===== src/rtl/sid_voice_dca.sv =====
// SID voice DCA: optional 6581 R-2R DAC shaping of wave/envelope, DC offsets,
// and a one-cycle registered stage feeding a combinational multiply-add.

module sid_voice_dac #(
  parameter int  N  = 12,
  parameter real R2 = 2.20
) (
  input  logic [N-1:0] i_v,
  output logic [N-1:0] o_dac
);

  localparam int ACC_W = N + 18;

  // Unnormalised ladder output for bit k (R=1, 2R=R2, no termination).
  function automatic real dac_raw(input int k);
    real  rn, vn, cur;
    logic rn_inf;
    vn     = 1.0;
    rn     = 0.0;
    rn_inf = 1'b1;
    for (int b = 0; b < k; b++) begin
      if (rn_inf) begin
        rn     = 1.0 + R2;
        rn_inf = 1'b0;
      end else begin
        rn = 1.0 + R2 * rn / (R2 + rn);
      end
    end
    if (rn_inf) begin
      rn = R2;
    end else begin
      rn = R2 * rn / (R2 + rn);
      vn = vn * rn / R2;
    end
    for (int b = k + 1; b < N; b++) begin
      rn  = rn + 1.0;
      cur = vn / rn;
      rn  = R2 * rn / (R2 + rn);
      vn  = rn * cur;
    end
    return vn;
  endfunction

  // Weight normalised so all weights sum to 2^N, in Q.16 fixed point.
  function automatic logic [31:0] dac_wfix(input int k);
    real sum;
    sum = 0.0;
    for (int b = 0; b < N; b++) sum = sum + dac_raw(b);
    return 32'($rtoi(dac_raw(k) * real'(1 << N) * 65536.0 / sum + 0.5));
  endfunction

  function automatic logic [N-1:0] sat_dac(input logic [ACC_W-1:0] v);
    if (v > ACC_W'((1 << N) - 1)) return '1;
    else                          return v[N-1:0];
  endfunction

  logic [ACC_W-1:0] w_term [N];
  logic [ACC_W-1:0] w_acc;
  logic [ACC_W-1:0] w_int;

  for (genvar g = 0; g < N; g++) begin : g_w
    localparam logic [ACC_W-1:0] WGT = ACC_W'(dac_wfix(g));
    assign w_term[g] = i_v[g] ? WGT : '0;
  end

  // Start from 0.5 so truncation below rounds to nearest.
  always_comb begin
    w_acc = ACC_W'(32768);
    for (int k = 0; k < N; k++) w_acc = w_acc + w_term[k];
  end

  assign w_int = w_acc >> 16;
  assign o_dac = sat_dac(w_int);

endmodule

module sid_voice_dca #(
  parameter logic signed [15:0] WAVEFORM_DC_6581 = -16'sh380,
  parameter logic signed [15:0] WAVEFORM_DC_8580 = -16'sh800,
  parameter logic signed [31:0] VOICE_DC_6581    = 32'sh7F800,
  parameter logic signed [31:0] VOICE_DC_8580    = 32'sh0,
  parameter real                DAC_2R_DIV_R     = 2.20
) (
  input  logic               clk,
  input  logic               rst,
  input  logic               active,
  input  logic               model,
  input  logic [11:0]        wave,
  input  logic [7:0]         envelope,
  output logic signed [21:0] voice_o
);

  logic [11:0]        w_dac12;
  logic [7:0]         w_dac8;
  logic [11:0]        w_wave_sel;
  logic signed [15:0] w_wave_s;

  sid_voice_dac #(.N(12), .R2(DAC_2R_DIV_R)) u_dac12 (.i_v(wave),     .o_dac(w_dac12));
  sid_voice_dac #(.N(8),  .R2(DAC_2R_DIV_R)) u_dac8  (.i_v(envelope), .o_dac(w_dac8));

  assign w_wave_sel = model ? wave : w_dac12;
  assign w_wave_s   = signed'({4'b0000, w_wave_sel});

  // Stage 1: every model-dependent choice comes from the same sampled model bit.
  logic               r_model_p1;
  logic signed [15:0] r_wave_p1;
  logic [7:0]         r_env_p1;

  always_ff @(posedge clk) begin
    if (rst) begin
      r_model_p1 <= 1'b0;
      r_wave_p1  <= '0;
      r_env_p1   <= '0;
    end else if (active) begin
      r_model_p1 <= model;
      r_wave_p1  <= w_wave_s + (model ? WAVEFORM_DC_8580 : WAVEFORM_DC_6581);
      r_env_p1   <= model ? envelope : w_dac8;
    end
  end

  // Stage 2: multiply-add; the result range always fits 22 bits, so it is
  // computed directly modulo 2^22.
  logic signed [21:0] w_wave_x;
  logic signed [21:0] w_env_x;
  logic signed [21:0] w_dc;

  assign w_wave_x = {{6{r_wave_p1[15]}}, r_wave_p1};
  assign w_env_x  = {14'b0, r_env_p1};
  assign w_dc     = r_model_p1 ? VOICE_DC_8580[21:0] : VOICE_DC_6581[21:0];
  assign voice_o  = w_dc + w_wave_x * w_env_x;

endmodule


===== config.mk =====
export PLATFORM = sky130hd
export DESIGN_NAME = sid_voice_dca
export DESIGN_NICKNAME = d
export VERILOG_FILES = /design/src/rtl/sid_voice_dca.sv
export SDC_FILE = /design/constraint.sdc
export NUM_CORES = 1
export LEC_CHECK = 0
export BUFFER_PORTS_ARGS = -buffer_cell sky130_fd_sc_hd__buf_2
export CAP_MARGIN = 30
export CORE_AREA = 10 10 165 167
export CTS_BUF_LIST = sky130_fd_sc_hd__clkbuf_4 sky130_fd_sc_hd__clkbuf_8
export DETAILED_ROUTE_END_ITERATION = 10
export DIE_AREA = 0 0 175 177
export GPL_ROUTABILITY_DRIVEN = 0
export GPL_TIMING_DRIVEN = 0
export PLACE_DENSITY = 0.61
export RECOVER_POWER = 25
export SLEW_MARGIN = 0
export SYNTH_ARGS = -nofsm -noshare
export SYNTH_HDL_FRONTEND = slang
export SYNTH_SLANG_ARGS = --single-unit

===== constraint.sdc =====
create_clock -name clk -period 6.95 [get_ports clk]
set_input_delay 0.695 -clock clk [delete_from_list [all_inputs] [get_ports clk]]
set_output_delay 0.695 -clock clk [all_outputs]
set_load 0.01 [all_outputs]

# Word-level counts from Yosys, hierarchy flattened
# Index checks and enable logic that the tools add are counted.
# word_totals
reg_bits	23
input_bits	24
out_inout_bits	22
wordCells	54
# op_classes
n_addsub	22
multipliers	1
magnitude_cmp	2
n_mux	26
# op_table
operator	n
adder 30 bit	11
adder 26 bit	7
two-way mux 22 bit	3
two-way mux 19 bit	3
two-way mux 18 bit	3
two-way mux 26 bit	2
two-way mux 23 bit	2
two-way mux 21 bit	2
two-way mux 20 bit	2
adder 16 x 30 -> 30 bit, first input constant	1
two-way mux 27 bit	1
adder 16 x 26 -> 26 bit, first input constant	1
two-way mux 25 bit	1
two-way mux 12 bit	2
two-way mux 24 bit	1
adder 20 x 22 -> 22 bit	1
multiplier 14 x 9 -> 22 bit	1
two-way mux 17 bit	1
two-way mux 8 bit	2
adder 13 x 12 -> 14 bit	1
> comparator 14 x 12 -> 1 bit, second input constant	1
two-way mux 11 bit	1
> comparator 10 x 8 -> 1 bit, second input constant	1

# Logic depth before layout (Yosys ltp)
# Gate-level depths: netlist of run 1.
# logic_depth
depth_word	17
mapped_depth	24
mapped_depth_nobuf	23

# Hierarchy
# Synthesis of run 1 repeated with hierarchy kept, for this count alone.
# unflattened
hier_cells	1243
area_unflattened_um2	11285.8
# modules_own_cells
mod	instances	cells_per_inst	area_per_inst_um2	seq_area_each_um2
sid_voice_dca	1	581	5198.7	460.4
sid_voice_dac at u_dac12	1	384	3649.8	0.0
sid_voice_dac at u_dac8	1	278	2437.3	0.0

# Least setup slack after synthesis of run 1
# No wires, ideal clock.
# synth_timing
kind	register to output
from	register r_env_p1[2]
to	output port voice_o[21]
t_arrival_ns	5.343
t_required_ns	6.255
path_slack_ns	0.912
path_stages_with_launch	23
path_buffers	1
cell_sequence	dfxtp_1 > clkbuf_1 > nand2_1 > fa_1 > fa_1 > inv_1 > ha_1 > inv_1 > fa_1 > inv_1 > ha_1 > ha_1 > fa_1 > a21o_1 > a21oi_1 > o21bai_1 > a21oi_1 > o21ai_1 > a41o_1 > o41ai_2 > o2111ai_1 > a21oi_1 > xnor2_1
# synth_between
elab_chain_cells	2
# synth_rtl
item	line	text
from (decl)	107	logic [7:0] r_env_p1;
from (signal assigned)	117	r_env_p1 <= model ? envelope : w_dac8;
multiplier 14 x 9 -> 22 bit	130	assign voice_o = w_dc + w_wave_x * w_env_x;
adder 20 x 22 -> 22 bit	130	
to (decl)	90	output logic signed [21:0] voice_o
# No other way between the ends.

# Final worst setup path of run 1
# layout_timing
from	register r_wave_p1[3]
to	output port voice_o[19]
# layout_between
elab_chain_cells	2
# layout_rtl
item	line	text
from (decl)	106	logic signed [15:0] r_wave_p1;
from (signal assigned)	116	r_wave_p1 <= w_wave_s + (model ? WAVEFORM_DC_8580 : WAVEFORM_DC_6581);
multiplier 14 x 9 -> 22 bit	130	
adder 20 x 22 -> 22 bit	130	
# No other way between the ends.

==> results of run 1 <==
-- area by class of cell --
class / instances / area (um^2)
fillers: 2363 / 12700
clock inverters: 1 / 7.51
multi-input cells: 802 / 9120
inverters: 238 / 893
plain buffers: 17 / 109
repair buffers: 45 / 220
clock buffers: 3 / 41.3
flip-flops and latches: 23 / 467
well taps: 324 / 405
-- flip-flops by register name (all words and copies together), names as in the netlist --
name        flops
r_env_p1        8
r_model_p1      1
r_wave_p1      14
-- cells by family after synthesis --
group | Yosys count | share of synthesized area
compound gates | 133 | 0.0932
buf+inv | 257 | 0.0955
simple gates | 223 | 0.107
xor+xnor | 39 | 0.0330
flops | 23 | 0.0436
mux | 5 | 0.00485
fa+ha+maj | 402 | 0.623
-- metrics by stage --
| step | TNS, ps | cell area (um^2) | hold WS (ps) |
|---|---|---|---|
| 2_1_floorplan | 0 | 10600 | 459 |
| 3_3_place_gp | 0 | 11200 | 509 |
| 3_5_place_dp | 0 | 11200 | 508 |
| 4_1_cts | 0 | 11300 | 518 |
| 5_1_grt | -3.73 | 11300 | 537 |
| 6_report | 0 | 11300 | 522 |
-- critical path, stage by stage (launching register included) --
cell and delay (ps):
sky130_fd_sc_hd__dfxtp_1 510, sky130_fd_sc_hd__nand2_1 130, sky130_fd_sc_hd__fa_1 520, sky130_fd_sc_hd__fa_1 520, sky130_fd_sc_hd__inv_1 40, sky130_fd_sc_hd__ha_1 260
sky130_fd_sc_hd__inv_1 50, sky130_fd_sc_hd__fa_1 550, sky130_fd_sc_hd__inv_1 40, sky130_fd_sc_hd__ha_1 280, sky130_fd_sc_hd__ha_1 230, sky130_fd_sc_hd__fa_1 430
sky130_fd_sc_hd__a21o_1 190, sky130_fd_sc_hd__a21oi_2 170, sky130_fd_sc_hd__o21bai_1 100, sky130_fd_sc_hd__a21oi_2 190, sky130_fd_sc_hd__o21ai_1 110, sky130_fd_sc_hd__a41o_1 300
sky130_fd_sc_hd__o41ai_4 340, sky130_fd_sc_hd__buf_4 180, sky130_fd_sc_hd__o21bai_1 60, sky130_fd_sc_hd__a21oi_1 170, sky130_fd_sc_hd__xnor2_1 140, sky130_fd_sc_hd__buf_2 160
-- cells in the final DEF, fill, tap and decap left out, types with 9 or more instances in the layout --
cell type,instances
sky130_fd_sc_hd__a21o_1,13
sky130_fd_sc_hd__a21oi_1,34
sky130_fd_sc_hd__and2_1,71
sky130_fd_sc_hd__buf_2,38
sky130_fd_sc_hd__clkbuf_1,13
sky130_fd_sc_hd__dfxtp_1,20
sky130_fd_sc_hd__fa_1,207
sky130_fd_sc_hd__ha_1,195
sky130_fd_sc_hd__inv_1,237
sky130_fd_sc_hd__nand2_1,75
sky130_fd_sc_hd__nand2b_1,10
sky130_fd_sc_hd__nand3_1,13
sky130_fd_sc_hd__nor2_1,25
sky130_fd_sc_hd__o21ai_0,14
sky130_fd_sc_hd__o221ai_1,9
sky130_fd_sc_hd__xnor2_1,27
sky130_fd_sc_hd__xor2_1,11
-- worst min-delay path by stage --
stage | start | endpoint | slack, ps
global route | r_env_p1[1]$_SDFFE_PP0P_ | r_env_p1[1]$_SDFFE_PP0P_ | 540
floorplan | r_env_p1[0]$_SDFFE_PP0P_ | r_env_p1[0]$_SDFFE_PP0P_ | 460
finish | r_env_p1[1]$_SDFFE_PP0P_ | r_env_p1[1]$_SDFFE_PP0P_ | 520
detailed placement | r_model_p1$_SDFFE_PP0P_ | r_model_p1$_SDFFE_PP0P_ | 510
CTS | r_env_p1[2]$_SDFFE_PP0P_ | r_env_p1[2]$_SDFFE_PP0P_ | 520
global placement | r_model_p1$_SDFFE_PP0P_ | r_model_p1$_SDFFE_PP0P_ | 510
-- layer usage --
layer,GRT usage,share of wire
met5,0,0.00034
met4,0.0187,0.0061
met3,0.00683,0.022
met2,0.254,0.49
met1,0.198,0.48
-- power by group --
part | switching, mW | total, mW | internal (mW) | leakage (nW)
Clock | 0.0441 | 0.0846 | 0.0405 | 0.0217
Sequential | 0.0792 | 0.245 | 0.166 | 0.192
Combinational | 1.62 | 2.93 | 1.31 | 5.69
Total | 1.74 | 3.26 | 1.52 | 5.90
-- timing repair --
| item | in CTS | in global routing |
|---|---|---|
| cloned | 0 | 0 |
| pin swaps | 0 | 1 |
| endpoints found under the setup margin | 2 | 3 |
| setup buffers | 0 | 1 |
| gates resized for setup | 6 | 13 |
==> summary.md, run 1 <==
Status
- complete, no violations — result of the run

Timing
- 0.954 — post-route fraction of the period consumed by the critical path
- 0.435 — headroom to the max-slew limit
- 0 ps — Fin Clk Skew
- 0 — number of slew-limit violations in the final report
- 151 MHz — Fmax
- 0 — Final Hold Violating Endpoints
- 318 ps — final worst-path setup slack
- 0 — Final setup viols
- 847 ps — Tightest Pin Transition
- 6630 ps — time the final worst path needs with I/O delays and setup

Worst setup path
- voice_o[19] — end of the critical path
- r_wave_p1[10]$_SDFFE_PP0P_ — FF-to-FF Start
- r_wave_p1[10]$_SDFFE_PP0P_ — worst flop-to-flop path endpoint
- r_wave_p1[3]$_SDFFE_PP0P_ — startpoint of the worst setup timing path
- 6000 ps — setup slack of the worst register-to-register path
- 5940 ps — data arrival at the endpoint of the critical path
- register — Setup crit start kind
- 2 — length in cells of the worst reg-to-reg path
- primary output — Setup crit end kind
- 6250 ps — WP data required
- 9 — Worst Path Max Fanout
- reg2out — critical path class

Power and ir drop
- 5.90 nW — leakage power
- 3.26 mW — sum of internal, switching and leakage power
- 0.222 mV — worst vdd rail ir drop
- 289 nW/um^2 — power density over cell area

Yosys
- sky130_fd_sc_hd__inv_1 — most common cell in the netlist
- 0.392 — Synth top area share
- 237 x sky130_fd_sc_hd__inv_1, 207 x sky130_fd_sc_hd__fa_1, 195 x sky130_fd_sc_hd__ha_1, 75 x sky130_fd_sc_hd__nand2_1, 73 x sky130_fd_sc_hd__and2_1 — top cells by instance count after synthesis
- 0 — Synthesis Warnings
- sky130_fd_sc_hd__fa_1 39%, sky130_fd_sc_hd__ha_1 23%, sky130_fd_sc_hd__inv_1 8.4%, sky130_fd_sc_hd__dfxtp_1 4.4%, sky130_fd_sc_hd__and2_1 4.3% — top post-synthesis cells by area
- 1,508 — syn_nets
- 0.0436 — register area share after synthesis
- 1,082 — cells after synthesis
- 63 — count of unique library cells instantiated by Yosys
- 9.77 um^2 — mean instance size in the synthesized netlist
- sky130_fd_sc_hd__fa_1 — largest area contributor in the netlist
- 10,600 um^2 — cell area after technology mapping
- sky130_fd_sc_hd__dfxtp_1 — Top FF cell, synth
- 23 — count of state elements after synthesis
- 0 — Post-synth EDFFs
- 0 — share of flip-flops with an asynchronous set or reset

Finish
- 6.55% — synthesis-to-layout area growth
- 0 — # diodes
- 1,453 — number of standard cells in the final layout excluding fillers
- 0.0673 — fraction of layout instances using a drive strength above 1
- 0.470 — Final Util
- 1,556 — Nets

Clock tree
- sky130_fd_sc_hd__clkbuf_8 — clock root cell
- 3 — number of buffers added by the clock tree synthesis step
- done — CTS tree
- 2 — Clock Path Buffers
- 260 ps — latest clock arrival within the worst-skew pair
- 1 — deepest level of the CTS H-tree
- 23 — CTS Sinks
- 0 — hold bufs inserted after CTS
- 90 ps — clock slew seen by the registers of the worst setup and hold paths

Global route
- 7,692 — via count of the first global-routing pass
- 17 — maximum number of pins on one net before global-route repair
- 0 — GRT overflow
- 1 — number of antenna violations at the first check in global routing
- 37,600 um — global-route wire length before repair
- 0.144 — GRT Util Overall

Worst hold path
- 2 — Cells on Worst Hold Path
- reg2reg — worst hold path class

Die
- 57 — placement row count
- 46 — # IOs
- 177 um — Die Height
- 31,000 um^2 — die area
- 0.441 — initial core utilization
- 175 um — DIE WIDTH
- 24,000 um^2 — standard cell core area

Detailed routing
- 4.95 — via/cell ratio
- 14.3 um — average wire per standard cell
- 307 — DRT iter0 DRCs
- 0 — drc violations
- 4 — DR pass1 iterations
- 20,800 um — total wirelength of the detailed-routed design
- 7,196 — via count
- 0 — number of antenna-violating nets in the routed design

Placement
- 1,450 — count of placed standard cells including taps
- 43.5 ps — pre-CTS WS
- 18,400 um — Final HPWL DP
- 44 — number of buffer cells added on primary ports

Run
- 0 — number of max-capacitance violations reported

No activity file was read; power rests on OpenSTA's default activity.
==> run 2, diff against run 1 <==
--- a/config.mk
+++ b/config.mk
@@ -5,7 +5,7 @@
 export SDC_FILE = /design/constraint.sdc
 export NUM_CORES = 1
 export LEC_CHECK = 0
-export BUFFER_PORTS_ARGS = -buffer_cell sky130_fd_sc_hd__buf_2
+export BUFFER_PORTS_ARGS = -buffer_cell sky130_fd_sc_hd__clkbuf_2
 export CAP_MARGIN = 30
 export CORE_AREA = 10 10 165 167
 export CTS_BUF_LIST = sky130_fd_sc_hd__clkbuf_4 sky130_fd_sc_hd__clkbuf_8
==> summary.md, run 2 (synthesis gave the netlist of run 1 again) <==
Finish
- 0 — # diodes
- r_wave_p1 — register bank with the most flops
- 1,558 — Nets
- 237 x sky130_fd_sc_hd__inv_1, 207 x sky130_fd_sc_hd__fa_1, 195 x sky130_fd_sc_hd__ha_1 — most frequent cells in the layout
- r_wave_p1 x14, r_env_p1 x8, r_model_p1 x1 — registers with the most flip-flops
- 6.70% — synthesis-to-layout area growth
- 2,400 — final-layout fill cell count
- sky130_fd_sc_hd__inv_1 — leading cell type in the layout, fill and taps excluded
- 0.0698 — fraction of layout instances using a drive strength above 1
- 14 — max FFs per register

Status
- complete, no violations — result of the run

Worst hold path
- r_env_p1[2]$_SDFFE_PP0P_ — endpoint of the worst hold-timing path
- r_env_p1[2]$_SDFFE_PP0P_ — Hold Startpoint
- 2 — Cells on Worst Hold Path
- reg2reg — worst hold path class

Placement
- 18,500 um — Final HPWL DP
- 38.3 ps — pre-CTS WS
- 44 — number of buffer cells added on primary ports

Timing
- 0 ps — Fin Clk Skew
- 503 ps — worst hold-check slack
- 0.955 — post-route fraction of the period consumed by the critical path
- 0 — number of slew-limit violations in the final report
- 0 — Final setup viols
- 312 ps — final worst-path setup slack
- 0 — Final Hold Violating Endpoints
- 756 ps — Tightest Pin Transition
- 151 MHz — Fmax
- 6640 ps — time the final worst path needs with I/O delays and setup
- 0.496 — headroom to the max-slew limit
- 0 ps — final total negative setup slack
- no — unrepaired setup endpoints after global routing

Die
- 0.441 — initial core utilization
- 57 — placement row count
- 46 — # IOs
- 31,000 um^2 — die area
- 175 um — DIE WIDTH
- 177 um — Die Height
- 24,000 um^2 — standard cell core area

Clock tree
- 1 — deepest level of the CTS H-tree
- 70 ps — clock slew seen by the registers of the worst setup and hold paths
- 3 — number of buffers added by the clock tree synthesis step
- 2 — Clock Path Buffers
- 250 ps — latest clock arrival within the worst-skew pair
- 23 — CTS Sinks
- done — CTS tree
- sky130_fd_sc_hd__clkbuf_8 — clock root cell

Detailed routing
- 20,700 um — total wirelength of the detailed-routed design
- 0 — drc violations
- 14.2 um — average wire per standard cell
- 7,139 — via count
- 0 — number of antenna-violating nets in the routed design
- 246 — DRT iter0 DRCs
- 4.91 — via/cell ratio
- 4 — DR pass1 iterations

Worst setup path
- reg2out — critical path class
- 3 — length in cells of the worst reg-to-reg path
- 10 — Worst Path Max Fanout
- 5930 ps — setup slack of the worst register-to-register path
- r_env_p1[5]$_SDFFE_PP0P_ — FF-to-FF Start
- 5940 ps — data arrival at the endpoint of the critical path
- r_env_p1[5]$_SDFFE_PP0P_ — worst flop-to-flop path endpoint
- primary output — Setup crit end kind
- 6250 ps — WP data required
- register — Setup crit start kind

Power and ir drop
- 289 nW/um^2 — power density over cell area
- 0.073 — Sequential Power Share
- 1.74 mW — net switching component of the power
- 0.026 — relative contribution of the clock network to total power
- 3.26 mW — sum of internal, switching and leakage power
- 0.901 — portion of total power attributed to combinational logic
- 0.534 — Switching Share
- 0.251 mV — worst vdd rail ir drop
- 1.52 mW — cell-internal power
- 5.92 nW — leakage power

Global route
- 0 — GRT overflow
- 7,806 — via count of the first global-routing pass
- 17 — maximum number of pins on one net before global-route repair
- 37,300 um — global-route wire length before repair
- 0.143 — GRT Util Overall
- 1 — number of antenna violations at the first check in global routing

Run
- 0 — number of max-capacitance violations reported

==> run 2: cell types whose count changed in the layout (fill, tap and decap cells not counted), sizes merged <==
cell / delta
clkinvlp: -1
buf: -39
clkbuf: +42
==> run 2: repair_timing <==
item	in CTS	in global routing
cloned	0	0
setup endpoints to repair	2	3
hold buffers	0	0
pin swaps	0	2
endpoints found under the hold margin	0	0
buffers inserted	0	1
gates resized for setup	6	10
==> run 2: per-stage QoR <==
stage,cell area [um^2],util,instances
finish,11300,0.471,1455
global route,11300,0.471,1455
CTS,11300,0.470,1454
detailed placement,11200,0.467,1450
global placement,11200,0.467,1450
floorplan,10600,-,1082
==> run 2: layout make-up <==
type / count / area (um^2) / area share
Timing Repair Buffer: 45 / 223 / 0.0198
Sequential cell: 23 / 464 / 0.0412
Clock buffer: 4 / 48.8 / 0.00433
Tap cell: 324 / 405 / 0.0360
Inverter: 238 / 893 / 0.0792
Multi-Input combinational cell: 802 / 9120 / 0.809
Buffer: 19 / 121 / 0.0108
==> run 2: worst max path at each step <==
stage / from / endpoint / slack (ps)
after global routing: r_env_p1[1]$_SDFFE_PP0P_ / voice_o[21] / 20
after CTS: r_env_p1[1]$_SDFFE_PP0P_ / voice_o[21] / 10
after global placement: r_env_p1[1]$_SDFFE_PP0P_ / voice_o[21] / 90
final: r_env_p1[1]$_SDFFE_PP0P_ / voice_o[21] / 310
after floorplan: r_env_p1[2]$_SDFFE_PP0P_ / voice_o[21] / 910
after detailed placement: r_env_p1[2]$_SDFFE_PP0P_ / voice_o[21] / 40
==> run 2: critical path, stage by stage (launching register included) <==
cell and delay, ps:
sky130_fd_sc_hd__dfxtp_2 420, sky130_fd_sc_hd__clkbuf_4 230, sky130_fd_sc_hd__nand2_1 90, sky130_fd_sc_hd__fa_1 500, sky130_fd_sc_hd__fa_1 520, sky130_fd_sc_hd__inv_1 50, sky130_fd_sc_hd__ha_1 260, sky130_fd_sc_hd__inv_1 50
sky130_fd_sc_hd__fa_1 530, sky130_fd_sc_hd__inv_1 40, sky130_fd_sc_hd__ha_1 280, sky130_fd_sc_hd__ha_1 230, sky130_fd_sc_hd__fa_1 420, sky130_fd_sc_hd__a21o_1 190, sky130_fd_sc_hd__a21oi_2 170, sky130_fd_sc_hd__o21bai_1 100
sky130_fd_sc_hd__a21oi_2 190, sky130_fd_sc_hd__o21ai_1 110, sky130_fd_sc_hd__a41o_1 300, sky130_fd_sc_hd__o41ai_4 360, sky130_fd_sc_hd__o2111ai_1 210, sky130_fd_sc_hd__a21oi_2 170, sky130_fd_sc_hd__xnor2_1 130, sky130_fd_sc_hd__clkbuf_2 160
==> run 2: per-layer routing <==
metal  global-route usage  wire [um]
met3               0.0177        686
met4               0.0170        100
met5                    0         13
met2                0.250      10200
met1                0.190       9740
==> run 2: power groups by stage <==
| stage | clock (mW) | combinational, mW | sequential [mW] |
|---|---|---|---|
| 2_1_floorplan | 0 | 2.26 | 0.204 |
| 4_1_cts | 0.0858 | 3.00 | 0.238 |
| 3_5_place_dp | 0 | 2.95 | 0.241 |
| 6_report | 0.0838 | 2.94 | 0.238 |
| 3_3_place_gp | 0 | 2.90 | 0.240 |
| 5_1_grt | 0.0907 | 3.45 | 0.247 |
==> run 3, diff against run 2 <==
--- a/config.mk
+++ b/config.mk
@@ -13,7 +13,7 @@
 export DIE_AREA = 0 0 175 177
 export GPL_ROUTABILITY_DRIVEN = 0
 export GPL_TIMING_DRIVEN = 0
-export PLACE_DENSITY = 0.61
+export PLACE_DENSITY = 0.63
 export RECOVER_POWER = 25
 export SLEW_MARGIN = 0
 export SYNTH_ARGS = -nofsm -noshare
==> constraint.sdc (replaced) <==
create_clock -name clk -period 6 [get_ports clk]
set_input_delay 0.6 -clock clk [delete_from_list [all_inputs] [get_ports clk]]
set_output_delay 0.6 -clock clk [all_outputs]
set_load 0.01 [all_outputs]
==> summary.md, run 3 (synthesis gave the netlist of run 1 again) <==
Clock tree
- 2 — Clock Path Buffers
- 3 — number of buffers added by the clock tree synthesis step
- 1 — deepest level of the CTS H-tree
- 23 — CTS Sinks
- 80 ps — clock slew seen by the registers of the worst setup and hold paths
- 260 ps — latest clock arrival within the worst-skew pair
- sky130_fd_sc_hd__clkbuf_8 — clock root cell
- done — CTS tree

Timing
- yes — unrepaired setup endpoints after global routing
- 0 — Final Hold Violating Endpoints
- 6070 ps — time the final worst path needs with I/O delays and setup
- 2 — Final setup viols
- 0 ps — Fin Clk Skew
- 165 MHz — Fmax
- 0 — number of slew-limit violations in the final report
- -72.1 ps — final worst-path setup slack
- 658 ps — Tightest Pin Transition
- 0.550 — headroom to the max-slew limit
- 509 ps — worst hold-check slack
- 1.01 — post-route fraction of the period consumed by the critical path

Finish
- 227 x sky130_fd_sc_hd__inv_1, 204 x sky130_fd_sc_hd__fa_1, 181 x sky130_fd_sc_hd__ha_1 — most frequent cells in the layout
- 0 — # diodes
- 1,508 — number of standard cells in the final layout excluding fillers
- 14 — max FFs per register
- 14.0% — synthesis-to-layout area growth
- 0.160 — fraction of layout instances using a drive strength above 1
- 1,611 — Nets
- r_wave_p1 — register bank with the most flops
- sky130_fd_sc_hd__inv_1 — leading cell type in the layout, fill and taps excluded
- 12,000 um^2 — area of all placed cells without fillers
- 2,272 — final-layout fill cell count
- 0.503 — Final Util
- r_wave_p1 x14, r_env_p1 x8, r_model_p1 x1 — registers with the most flip-flops

Worst setup path
- sky130_fd_sc_hd__fa_1 — CP max-delay cell
- r_wave_p1[10]$_SDFFE_PP0P_ — FF-to-FF Start
- 5 — Worst Path Max Fanout
- r_env_p1[0]$_SDFFE_PP0P_ — startpoint of the worst setup timing path
- primary output — Setup crit end kind
- 5470 ps — data arrival at the endpoint of the critical path
- 5090 ps — setup slack of the worst register-to-register path
- reg2out — critical path class
- register — Setup crit start kind
- sky130_fd_sc_hd__buf_4 — CP most frequent cell
- 580 ps — Worst path max stage delay
- 5400 ps — WP data required

Global route
- met2 — most crowded layer after global routing
- 17 — maximum number of pins on one net before global-route repair
- 8,188 — via count of the first global-routing pass
- 0.192 — M1 GR Usage
- 0 — GRT overflow
- 0.273 — met2 usage
- 0.148 — GRT Util Overall
- 38,800 um — global-route wire length before repair
- 0.00661 — met3 GRT Util
- 1 — number of antenna violations at the first check in global routing

Status
- complete, but fails checks — result of the run
- negative setup slack — failing checks

Placement
- 1,450 — count of placed standard cells including taps
- 18,500 um — Final HPWL DP
- 44 — number of buffer cells added on primary ports
- 11,200 um^2 — total cell area at the placement stage

Detailed routing
- 22,100 um — total wirelength of the detailed-routed design
- 308 — DRT iter0 DRCs
- 0 — number of antenna-violating nets in the routed design
- 4.97 — via/cell ratio
- 14.6 um — average wire per standard cell
- 0 — drc violations
- 4 — DR pass1 iterations
- 7,500 — via count

Power and ir drop
- 352 nW/um^2 — power density over cell area
- 4.23 mW — sum of internal, switching and leakage power
- 0.306 mV — worst vdd rail ir drop
- 6.20 nW — leakage power

Die
- 57 — placement row count
- 0.441 — initial core utilization
- 24,000 um^2 — standard cell core area
- 46 — # IOs
- 31,000 um^2 — die area
- 177 um — Die Height
- 175 um — DIE WIDTH

Worst hold path
- r_env_p1[4]$_SDFFE_PP0P_ — Hold Startpoint
- reg2reg — worst hold path class

Run
- 0 — number of max-capacitance violations reported

-- run 3: changes by cell type in the layout (fill, tap and decap cells not counted), sizes merged --
| cell | change |
|---|---|
| buf | +65 |
| clkbuf | -12 |
| clkinvlp | +4 |
| inv | -4 |
-- run 3: worst paths after layout --
kind,end,depth (start not counted)
max,voice_o[11],28
min,r_env_p1[4]$_SDFFE_PP0P_,2
max reg2reg,r_wave_p1[10]$_SDFFE_PP0P_,2
min reg2reg,r_env_p1[4]$_SDFFE_PP0P_,2
-- run 3: stage by stage --
stage	setup slack [ps]	TNS, ps
after floorplan	57.3	0
after global placement	-752	-3690
after detailed placement	-771	-3960
after CTS	-166	-292
after global routing	-304	-1010
final	-72.1	-85.3
-- run 3: area by class of cell --
| class | instances | area, um^2 | share of cell area |
|---|---|---|---|
| multi-input combinational | 802 | 9390 | 0.779 |
| timing repair buffer | 98 | 642 | 0.0533 |
| buffer | 19 | 169 | 0.0140 |
| sequential | 23 | 484 | 0.0402 |
| clock buffer | 4 | 48.8 | 0.00405 |
| inverter | 238 | 908 | 0.0754 |
| tap | 324 | 405 | 0.0337 |
-- run 3: layer usage --
layer,wire length [um],up-vias
li1,-,3665
met1,10100,3737
met3,473,12
met2,11300,84
met4,139,2
met5,13,-
-- run 3: report_power, final --
| part | switching, mW | total (mW) | internal, mW |
|---|---|---|---|
| Combinational | 2.06 | 3.86 | 1.79 |
| Sequential | 0.0827 | 0.280 | 0.197 |
| Clock | 0.0451 | 0.0969 | 0.0518 |
-- run 3: repair_timing --
item                                    CTS  global route
buffers inserted                         39            16
resized for setup                        66            43
endpoints found under the setup margin   11             9
hold buffers                              0             0
hold endpoints to repair                  0             0
pin swaps                                38            35
gates cloned                              0             0
-- run 3: worst max-delay path: cells and delay by family, from the launching register on --
| kind | cells | cell delay [ps] |
|---|---|---|
| xor+xnor | 1 | 110 |
| compound gates | 2 | 250 |
| simple gates | 1 | 50 |
| buf+inv | 18 | 1860 |
| fa+ha+maj | 6 | 2580 |
| flops | 1 | 370 |
